`src/rtl/uart_rx_fifo.sv`:
```
// 8N1 UART receiver: 2-flop input synchronizer, mid-bit sampling FSM, and a
// first-word fall-through receive FIFO with frame-error and overrun pulses.
module uart_rx_fifo #(
  parameter int CLKS_PER_BIT = 434,
  parameter int FIFO_DEPTH   = 4
) (
  input  logic       clk_sys,
  input  logic       reset,
  input  logic       rxd,
  output logic [7:0] rx_data,
  output logic       rx_valid,
  input  logic       rx_ready,
  output logic       frame_err,
  output logic       overrun,
  output logic       busy
);

  localparam int CW = $clog2(CLKS_PER_BIT);
  localparam int AW = $clog2(FIFO_DEPTH);
  localparam logic [CW-1:0] HALF_LAST = CW'(CLKS_PER_BIT / 2 - 1);
  localparam logic [CW-1:0] BIT_LAST  = CW'(CLKS_PER_BIT - 1);

  typedef enum logic [2:0] {WAIT_HI, IDLE, START, DATA, STOP} state_t;

  logic          sync1, rs;
  state_t        state, state_n;
  logic [CW-1:0] cnt, cnt_n;
  logic [2:0]    bit_idx, bit_idx_n;
  logic [7:0]    shreg, shreg_n;
  logic          push, ferr;

  logic [7:0]    mem [FIFO_DEPTH];
  logic [AW-1:0] wr_ptr, rd_ptr;
  logic [AW:0]   count;
  logic          full, pop, push_ok, drop;

  always_ff @(posedge clk_sys) begin
    if (reset) begin
      sync1 <= 1'b1;
      rs    <= 1'b1;
    end else begin
      sync1 <= rxd;
      rs    <= sync1;
    end
  end

  always_ff @(posedge clk_sys) begin
    if (reset) begin
      state   <= WAIT_HI;
      cnt     <= '0;
      bit_idx <= '0;
      shreg   <= '0;
    end else begin
      state   <= state_n;
      cnt     <= cnt_n;
      bit_idx <= bit_idx_n;
      shreg   <= shreg_n;
    end
  end

  always_comb begin
    state_n   = state;
    cnt_n     = cnt + CW'(1);
    bit_idx_n = bit_idx;
    shreg_n   = shreg;
    push      = 1'b0;
    ferr      = 1'b0;
    case (state)
      WAIT_HI: begin
        cnt_n = '0;
        if (rs) state_n = IDLE;
      end
      IDLE: begin
        cnt_n = '0;
        if (!rs) state_n = START;
      end
      START: begin
        if (cnt == HALF_LAST) begin
          cnt_n     = '0;
          bit_idx_n = '0;
          state_n   = rs ? IDLE : DATA;
        end
      end
      DATA: begin
        if (cnt == BIT_LAST) begin
          cnt_n     = '0;
          shreg_n   = {rs, shreg[7:1]};
          bit_idx_n = bit_idx + 3'd1;
          if (bit_idx == 3'd7) state_n = STOP;
        end
      end
      STOP: begin
        if (cnt == BIT_LAST) begin
          cnt_n = '0;
          if (rs) begin
            push    = 1'b1;
            state_n = IDLE;
          end else begin
            ferr    = 1'b1;
            state_n = WAIT_HI;
          end
        end
      end
      default: state_n = WAIT_HI;
    endcase
  end

  // A full FIFO still accepts a push when the head is popped in the same cycle.
  assign full    = (count == (AW+1)'(FIFO_DEPTH));
  assign pop     = rx_valid & rx_ready;
  assign push_ok = push & (~full | pop);
  assign drop    = push & full & ~pop;

  always_ff @(posedge clk_sys) begin
    if (push_ok) mem[wr_ptr] <= shreg;
  end

  always_ff @(posedge clk_sys) begin
    if (reset) begin
      wr_ptr    <= '0;
      rd_ptr    <= '0;
      count     <= '0;
      frame_err <= 1'b0;
      overrun   <= 1'b0;
    end else begin
      if (push_ok) wr_ptr <= wr_ptr + AW'(1);
      if (pop)     rd_ptr <= rd_ptr + AW'(1);
      case ({push_ok, pop})
        2'b10:   count <= count + (AW+1)'(1);
        2'b01:   count <= count - (AW+1)'(1);
        default: count <= count;
      endcase
      frame_err <= ferr;
      overrun   <= drop;
    end
  end

  assign rx_valid = (count != '0);
  assign rx_data  = rx_valid ? mem[rd_ptr] : '0;
  assign busy     = (state != IDLE);

endmodule
```
`config.mk`:
```
export PLATFORM = sky130hd
export DESIGN_NAME = uart_rx_fifo
export DESIGN_NICKNAME = d
export VERILOG_FILES = /design/src/rtl/uart_rx_fifo.sv
export SDC_FILE = /design/constraint.sdc
export NUM_CORES = 1
export LEC_CHECK = 0
export CAP_MARGIN = 20
export CORE_MARGIN = 1
export CORE_UTILIZATION = 40
export DETAILED_ROUTE_END_ITERATION = 8
export DONT_BUFFER_PORTS = 1
export GPL_TIMING_DRIVEN = 0
export PLACE_DENSITY = 0.59
export RECOVER_POWER = 50
export SYNTH_ARGS = -nofsm -noshare
export SYNTH_HDL_FRONTEND = slang
export SYNTH_SLANG_ARGS = --single-unit
```
`constraint.sdc`:
```
create_clock -name clk_sys -period 3.6 [get_ports clk_sys]
set_input_delay 0.9 -clock clk_sys [delete_from_list [all_inputs] [get_ports clk_sys]]
set_output_delay 0.9 -clock clk_sys [all_outputs]
set_load 0.01 [all_outputs]
```
==> results.txt <==
Detailed placer's ending HPWL: 3.49 mm
Mean Syn Cell Area: 12.3 µm²
Die height: 89.3 µm
Count leader, synth: dfxtp_1
RSZ-0062 raised after global routing: false
Clock period minus final worst setup slack: 2.87 ns
CTS max path bufs: 2
Drt via density: 5.08
Placement Cell Area: 3170 µm²
Pin count of the biggest net entering global routing: 12
Synthesized Nets: 262
Yosys reg bits: 68
RR Endpoint: count[2]
Crit Reg-Reg Startpoint: state[1]
Worst setup SP type: register
First-pass GRT wire length: 8.54 mm
Num rows: 31
Syn. warnings: 0
Top cell type's share of synthesized area: 31.5%
Measured slew at the worst slew-check pin: 0.957 ns
H-tree Lvls: 3
Synth cell types: 53
Main synth FF type: dfxtp_1
Final instance area: 3340 µm²
Die area: 7970 µm²
Final non-filler cell total: 363
Synth area leader: edfxtp_1
Hold Slack: 0.411 ns
Setup TNS Final: 0 ns
Initial antenna violation count: 0
Top cells by count, synth: dfxtp_1, nor2_1, edfxtp_1, and2_1, mux2i_1
Placed cells: 347
# IOs: 16
Post-Synthesis Cells: 248
Post-Route WL: 5.13 mm
CP required: 2.70 ns
Gr usage total: 14.5%
Clock buffer count from CTS: 9
CTS tree: built
Hold Vio Cnt, Final: 0
Mapped cell area: 3050 µm²
Clk Latency, worst-skew pair: 0.33 ns
Clk sinks: 68
Final #Nets: 273
Worst EP arrival: 1.97 ns
DRT Pass-1 Iters: 6
Min-Delay Path Depth: 1
Ys async rst share: 0%
Worst Hold Launch: sync1
Status: complete, no violations
DR iter-0 viols: 87
Wire per inst: 14.1 µm
Max Cap Viol: 0
DRT antenna net count: 0
# diodes: 0
Clock Skew: 0.00706 ns
CTS resizes: 0
Synth top area cells: edfxtp_1, dfxtp_1, mux4_2
Initial Utilization: 41.8%
Cts hold-fix bufs: 0
CP endpoint kind: output port
# port buffers: 0
Highest Clock Rate: 349 MHz
Vias in the first global route: 1762
Worst-path fanout max: 8
Vias post-DR: 1845
Pwr Total: 0.00141 W
R2R Setup Slk: 1.05 ns
Total grt overflow: 0
PwrDens: 421 nW/µm²
Core area: 7290 µm²
Clk root buf: clkbuf_8
Sequential fraction of the synthesis area: 55.2%
Rel. slew slack: 35.6%
End of the worst hold path: rs
Residual DRC count: 0
Type of the tightest min-delay check: reg2reg
Gp weighted congestion: 0.883
Leak pwr: 1.12 nW
Area Overhead vs Synth: 9.61%
R2R cell count: 10
Setup violators final: 0
Share of layout cells above drive strength 1: 14.4%
Chip width: 89.3 µm
Peak supply drop: 0.000161 V
Final period util: 79.7%
Clock Pin Slew Worst Setup and Hold Paths: 0.07 ns
Post-synth EDFFs: 32
Final Max Slew Viols: 0
Setup Buffers After CTS: 0
Setup CP Type: reg2out
[metal layers]
metal / part of all wire [%] / vias up / global-route usage [%]
li1: - / 919 / -
met3: 2.8 / 11 / 3.88
met1: 50 / 886 / 18.9
met2: 45 / 29 / 22.3
met5: 0 / - / 0
met4: 2.1 / 0 / 7.50
[worst max-delay path, stage by stage, from the launching register on]
cell and delay, ns:
dfxtp_1 0.31, clkbuf_1 0.52, mux4_2 0.60, and2_1 0.21
[per-stage QoR]
step	util, %	worst slack, ns
floorplan	-	1.25
global route	45.8	0.518
CTS	45.8	0.679
global placement	43.5	1.00
finish	45.8	0.732
detailed placement	43.5	0.983
[report_power, final]
group | internal [W] | switching [W]
clock | 0.000267 | 0.000275
sequential | 0.000806 | 0.00000479
combinational | 0.0000236 | 0.0000309
total | 0.00110 | 0.000310
[kinds of logic after synthesis]
kind of cell	Yosys count	synth area share, %
and+or+nand+nor	99	19.7
DFF	68	55.2
muxes	23	11.0
AOI/OAI and AO/OA	19	4.56
buffers and inverters	19	2.42
xor gates and xnor gates	10	2.87
adders and majority gates	10	4.35
[flip-flops by register name, indices dropped and copies added (netlist names), named ones only]
signal,count
overrun,1
frame_err,1
mem,32
rs,1
shreg,8
count,3
sync1,1
cnt,9
rd_ptr,2
state,3
bit_idx,3
wr_ptr,2
[placed cells by master (no fill, tap or decap), types with 3 or more instances in the layout]
cell      count
dfxtp_1      36
nor2_1       35
edfxtp_1     32
clkbuf_1     12
and2_1       12
mux2i_1      12
clkbuf_8     10
ha_1          9
inv_1         8
mux4_2        8
nand3_1       7
xnor2_1       6
nand3b_1      5
nand2_1       5
nand2b_1      5
xor2_1        4
a21oi_1       4
or3_1         3
a31oi_1       3
mux2_2        3
or2_2         3
nor2b_1       3
[how the worst max path moves through the flow]
| stage | from | to | slack [ns] | cells after the start |
|---|---|---|---|---|
| 2_1_floorplan | register | rx_data[0] | 1.25 | 3 |
| 3_3_place_gp | rx_ready | mem[3][6] | 1.00 | 3 |
| 3_5_place_dp | rx_ready | mem[1][6] | 0.98 | 3 |
| 4_1_cts | register | rx_data[1] | 0.68 | 3 |
| 5_1_grt | register | rx_data[7] | 0.52 | 3 |
| 6_report | register | rx_data[1] | 0.73 | 3 |
[cell type report]
| cell class | count | area (µm²) |
|---|---|---|
| fillers | 708 | 3950 |
| flip-flops and latches | 68 | 1680 |
| multi-input cells | 161 | 1290 |
| clock buffers | 12 | 145 |
| well taps | 99 | 124 |
| plain buffers | 11 | 42.5 |
| inverters | 8 | 30.0 |
| clock inverters | 4 | 25.0 |
No activity file was read; power rests on OpenSTA's default activity.
